### config.mk
export PLATFORM = sky130hd
export DESIGN_NAME = loba_acc
export DESIGN_NICKNAME = d
export VERILOG_FILES = /design/src/rtl/loba_acc.sv
export SDC_FILE = /design/constraint.sdc
export NUM_CORES = 1
export LEC_CHECK = 0
export ABC_AREA = 1
export BUFFER_PORTS_ARGS = -buffer_cell sky130_fd_sc_hd__buf_2
export CAP_MARGIN = 20
export CORE_UTILIZATION = 50
export DETAILED_ROUTE_END_ITERATION = 10
export GPL_ROUTABILITY_DRIVEN = 1
export PLACE_DENSITY_LB_ADDON = 0.12
export REMOVE_ABC_BUFFERS = 1
export SETUP_SLACK_MARGIN = 0.15
export SYNTH_ARGS = -nofsm -noshare
export SYNTH_HDL_FRONTEND = slang
export SYNTH_SLANG_ARGS = --single-unit
### constraint.sdc
create_clock -name clk -period 2 [get_ports clk]
set_input_delay 0.1 -clock clk [delete_from_list [all_inputs] [get_ports clk]]
set_output_delay 0.1 -clock clk [all_outputs]
set_load 0.02 [all_outputs]
### src/rtl/loba_acc.sv
`default_nettype none
// ============================================================================
// loba_acc : accumulates LEN unsigned approximate products (or fewer, ending
//            on in_last) into one result presented on a valid/ready output.
// Optional build macro: LOBA_ACC_SAT_EN (clamp on overflow instead of wrap).
// Revision : 1.0
// ============================================================================
module loba_acc #(
  parameter int N     = 16,
  parameter int ACC_W = 40,
  parameter int LEN   = 8,
  localparam int CNT_W = $clog2(LEN + 1)
) (
  input  logic               clk,
  input  logic               rst,
  input  logic               clr,
  input  logic               in_valid,
  output logic               in_ready,
  input  logic [2*N-1:0]     in_p,
  input  logic               in_last,
  output logic               out_valid,
  input  logic               out_ready,
  output logic [ACC_W-1:0]   out_sum,
  output logic [CNT_W-1:0]   out_cnt,
  output logic               out_ovf
);

  typedef enum logic [0:0] {
    ST_ACC  = 1'b0,
    ST_DONE = 1'b1
  } state_t;

  localparam logic [CNT_W-1:0] CNT_LAST = CNT_W'(LEN - 1);

  state_t             state;
  logic [ACC_W-1:0]   acc;
  logic [CNT_W-1:0]   cnt;
  logic               ovf;

  logic [ACC_W:0]     sum_ext;
  logic               carry;
  logic               ovf_next;
  logic [ACC_W-1:0]   acc_next;
  logic [CNT_W-1:0]   cnt_next;
  logic               closes;

  // One extra bit captures the carry out of the accumulator MSB.
  assign sum_ext  = {1'b0, acc} + (ACC_W + 1)'(in_p);
  assign carry    = sum_ext[ACC_W];
  assign ovf_next = ovf | carry;
  assign cnt_next = cnt + CNT_W'(1);
  assign closes   = in_last || (cnt == CNT_LAST);

`ifdef LOBA_ACC_SAT_EN
  // Once overflow is seen the sum pins at all-ones until the group closes.
  assign acc_next = ovf_next ? {ACC_W{1'b1}} : sum_ext[ACC_W-1:0];
`else
  assign acc_next = sum_ext[ACC_W-1:0];
`endif

  assign in_ready = (state == ST_ACC) && !clr && !rst;

  always_ff @(posedge clk) begin
    if (rst) begin
      state     <= ST_ACC;
      acc       <= '0;
      cnt       <= '0;
      ovf       <= 1'b0;
      out_valid <= 1'b0;
      out_sum   <= '0;
      out_cnt   <= '0;
      out_ovf   <= 1'b0;
    end else if (clr) begin
      state     <= ST_ACC;
      acc       <= '0;
      cnt       <= '0;
      ovf       <= 1'b0;
      out_valid <= 1'b0;
    end else begin
      case (state)
        ST_ACC: begin
          if (in_valid) begin
            if (closes) begin
              out_sum   <= acc_next;
              out_cnt   <= cnt_next;
              out_ovf   <= ovf_next;
              out_valid <= 1'b1;
              acc       <= '0;
              cnt       <= '0;
              ovf       <= 1'b0;
              state     <= ST_DONE;
            end else begin
              acc <= acc_next;
              cnt <= cnt_next;
              ovf <= ovf_next;
            end
          end
        end
        ST_DONE: begin
          if (out_ready) begin
            out_valid <= 1'b0;
            state     <= ST_ACC;
          end
        end
        default: begin
          state     <= ST_ACC;
          out_valid <= 1'b0;
        end
      endcase
    end
  end

endmodule
`default_nettype wire

=== Word level (Yosys, flattened, before mapping) ===
Cells that the tools add are included.

* Muxes and demuxes: 11
* Bitwise gates (word level): 3
* Equality and inequality tests: 4
* Add/subtract/negate cells: 2
* Reductions and logical operators: 9

{| class="wikitable"
|+ Operators with widths
! operator !! number
|-
| adder 40 x 32 -> 41 bit || 1
|-
| two-way mux 40 bit || 1
|-
| two-way mux 1 bit || 7
|-
| inequality test 2 bit, second input constant || 3
|-
| adder 4 x 1 -> 4 bit, second input constant || 1
|-
| == test 4 x 3 -> 1 bit, second input constant || 1
|-
| two-way mux 4 bit || 1
|-
| case mux 1 bit (2 select lines) || 2
|-
| AND reduction 4 bit || 1
|-
| AND reduction 3 bit || 1
|-
| logical AND 1 bit || 2
|-
| zero test 1 bit || 2
|-
| inverter 1 bit || 2
|-
| AND reduction 2 bit || 1
|-
| OR reduction 2 bit || 1
|-
| logical OR 1 bit || 1
|-
| OR 1 bit || 1
|}

* Word-level logic and storage cells: 37
* Output and inout port bits: 47
* Register bits after elaboration: 92

=== Longest topological paths before layout ===
* Depth after elaboration: 5
* Gate-level depth with buffers: 16
* Gate-level depth less buffers: 16

=== Least setup slack after synthesis ===
Ideal clock, no wire load.

* Path type: register to register
* Start point: register acc[0]
* End point: register out_ovf
* Clock period less this slack: 1.896 ns
* Arrival: 1.787 ns
* Path slack: 0.104 ns
* Stages on the path, launching flop included: 15
* Data required time: 1.891 ns
* Cell sequence: dfxtp_1 ha_1 fa_1 nand3_1 nand3_2 nand2_1 nand2_2 nand3_1 nand2_1 nand2_1 nand2_1 a21oi_2 nand2_1 nand2_1 inv_1

* Longest elaborated chain between the ends: 2

{| class="wikitable"
|+ Ends and longest elaborated chain
! what !! RTL line !! text
|-
| start, declared || 36 || <nowiki>logic [ACC_W-1:0] acc;</nowiki>
|-
| start signal, assigned || 93 || <nowiki>acc <= acc_next;</nowiki>
|-
| adder 40 x 32 -> 41 bit || 48 || <nowiki>assign sum_ext = {1'b0, acc} + (ACC_W + 1)'(in_p);</nowiki>
|-
| OR 1 bit || 50 || <nowiki>assign ovf_next = ovf | carry;</nowiki>
|-
| end signal, assigned || 86 || <nowiki>out_ovf <= ovf_next;</nowiki>
|-
| end, declared || 25 || <nowiki>output logic out_ovf</nowiki>
|}

Every way passes these cells.
A chain may end at the register's enable or synchronous reset.

=== Final worst setup path ===
Ends and elaborated chain as after synthesis.

==> flow_summary.ini <==
[grt]
grt-ovfl-total = 0
grt_max_degree = 45
grt_pass1_wl_mm = 28.1
grt_pass1_vias = 5794
grt.total_usage = 0.276
antenna_found_initial = 0

[logic_synthesis]
yosys.area.top_type = dfxtp_1
async_reset_ff_frac = 0
synth.avg_cell_area_um2 = 6.23
synth-seq-cells = 92
netlist-cell-type-count = 35
synth-main-ff-cell = dfxtp_1
synth_area_um2 = 6180
synth_top_area_frac = 0.298
synth_cells = 992
synth.yosys.seq_area_share = 0.298
synth_area_leaders = dfxtp_1 (30%), nand2_1 (21%), inv_1 (9.2%)
yosysWarnings = 0
synth_edf_count = 0

[job]
drv_cap = 0

[hold_path]
hold_path.class = in2reg
holdPathStages = 4

[routing]
routed_wl_mm = 18.9
met3_length_um = 902
avgViaCountPerCell = 5.26
num_vias = 6590
drc = 0
drt_iter0_markers = 477
top_layer_used = met4
first_pass_iters = 5
wl_met2_mm = 8.43
final_antenna_net_count = 0
m1WireLength_mm = 9.21
wire_per_inst_um = 15.1

[worst_setup_path]
slowest_delay_ns = 0.40
critPathRequiredTime_ns = 2.25
cp-end-kind = flip-flop
crit_type = reg2reg
crit_fanout = 4
ff2ff_path_depth = 14
cp.arrival_ns = 2.20
slowest_stage = fa_2
ff2ff_setup_slack_ns = 0.06
cp-start-kind = flip-flop
cpMostUsedCell = nand2_4
cp_cell_sequence = ha_4 > fa_2 > nand3_2 > nand3_4 > nand2_4 > nand2_4 > nand3_4 > nand2_4 > nand2_4 > nand2_4 > a21oi_4 > nand2_1 > nand2_1 > inv_1

[timing]
fin_setup_tns_ns = 0
hold_viol_final = 0
slew_violations = 0
setup_violations = 0
rsz0062_at_grt = yes
slew_headroom = 0.556
fin_crit_ns = 1.94
finalClockSkew_ns = 0.00716
fin_crit_sh = 0.971
tightest_slew_ns = 0.665
max_freq_mhz = 515
holdWs_ns = 0.00620

[cells_and_area]
multi_input_area_um2 = 4880
n_antenna_cell = 0
ff_latch_area_um2 = 1870
syn_to_final_growth_pct = 40.1
nFillCells = 966
fin_area_um2 = 8650
fin_nets = 1177
layout-drive-gt1-share = 0.372

[floorplanning]
rows = 40
core_um2 = 12000
initial_core_util = 0.514
die_x_um = 113
io_pins = 85
die_height_um = 113
dieArea_um2 = 12800

[cts]
clk_latency_ns = 0.35
root_buffer = clkbuf_16
cts_hold_buf = 0
htreeDepth = 3
cts_tree = done
cts_num_sinks = 92
clockBufferDepth = 2
clkSlewWorstSetupHoldPaths_ns = 0.06
cts_buffers = 9

[power]
switchingPower_mw = 1.37
power-per-cell-area_nw_per_um2 = 546
power_frac_clock = 0.377
comb_power_share = 0.213
swShare = 0.289
ir_worst_vdd_mv = 0.384
p_leak_nw = 4.37
p_seq_frac = 0.410
intPower_mw = 3.36

[placed_design]
dpl.hpwl_mm = 12.4
placed_area_um2 = 6910
portBuffers = 84
gp_congestion = 0.933

[run_status]
status = completed
## path summary, 6_finish.rpt
kind                   from          to
setup / recovery     acc[0]     out_ovf
hold / removal    out_ready       state
setup reg to reg     acc[0]     out_ovf
hold reg to reg      cnt[0]  out_cnt[0]
## placed cells by master (no fill, tap or decap), drive strengths merged, types with 2 or more instances in the layout
cell,synthesis,layout
clkbuf,12,10
dfxtp,92,92
o21bai,12,12
inv,155,155
nand2,354,354
nor3,6,6
ha,33,33
clkinv,2,3
buf,13,128
o21a,23,23
a31oi,4,4
nor4,3,3
nand4,3,3
a21oi,74,74
xor2,18,18
a21o,2,2
nor2,84,84
o21ai,36,36
nand3,57,57
bufinv,0,2
xnor2,5,5
## state kept, by name, summed over array words and instances (netlist names)
name       cells
out_ovf        1
cnt            4
out_cnt        4
ovf            1
state          1
out_sum       40
acc           40
out_valid      1
## cell usage after synthesis, types with 3 or more instances
master / count
nand2_1: 343
inv_1: 152
dfxtp_1: 92
nor2_1: 80
a21oi_1: 72
nand3_1: 48
o21ai_0: 36
ha_1: 33
o21a_1: 23
xor2_1: 18
o21bai_1: 12
nand2_2: 11
clkbuf_1: 10
nand3_2: 9
buf_2: 8
nor3_1: 6
xnor2_1: 5
a31oi_1: 4
buf_4: 3
inv_2: 3
nand4_1: 3
nor2_4: 3
nor4_1: 3
## power by group through the flow
stage | clock, mW | sequential [mW] | combinational (mW)
3_5_place_dp | 0 | 1.97 | 0.745
3_3_place_gp | 0 | 1.97 | 0.743
2_1_floorplan | 0 | 2.02 | 0.425
4_1_cts | 1.80 | 1.93 | 0.815
5_1_grt | 1.88 | 1.94 | 1.09
6_report | 1.78 | 1.94 | 1.01
## per-stage QoR
step	total power [mW]	setup slack [ns]	std cells	util
after floorplan	2.45	-0.978	966	-
after global placement	2.71	0.0560	1224	0.575
after detailed placement	2.71	0.000414	1224	0.575
after CTS	4.55	0.122	1238	0.632
after global routing	4.91	-0.0333	1254	0.721
final	4.73	0.0578	1254	0.721
## area by class of cell
cell class,instances,share of cell area
Clock inverter,3,0.00752
Clock buffer,10,0.0265
Multi-Input combinational cell,717,0.564
Inverter,157,0.0681
Sequential cell,92,0.216
Timing Repair Buffer,128,0.0966
Tap cell,147,0.0213
## kinds of logic after synthesis
logic type / synth area share
AOI/OAI and AO/OA: 0.141
adders and majority gates: 0.0701
xor gates and xnor gates: 0.0326
buffers and inverters: 0.118
DFF: 0.298
and+or+nand+nor: 0.340
## layer usage
layer / global-route usage / up-vias
met5: 0 / -
met4: 0.0833 / 0
met3: 0.0348 / 26
met2: 0.420 / 211
met1: 0.406 / 3054
li1: - / 3299
## worst max-delay path: cells and delay by family, from the launching register on
kind / cells / cell delay (ns)
adder cells (fa/ha/maj): 2 / 0.56
buffers and inverters: 1 / 0.03
AND/OR/NAND/NOR: 10 / 0.79
flip-flops: 1 / 0.33
AO/OA/AOI/OAI: 1 / 0.13
## repair_timing
item                                   CTS  global route
setup endpoints to repair               56            78
resized for setup                       61           250
buffers inserted                         1            16
pin swaps                               12            63
endpoints found under the hold margin    0             0
(Power assumes the default switching activity.)
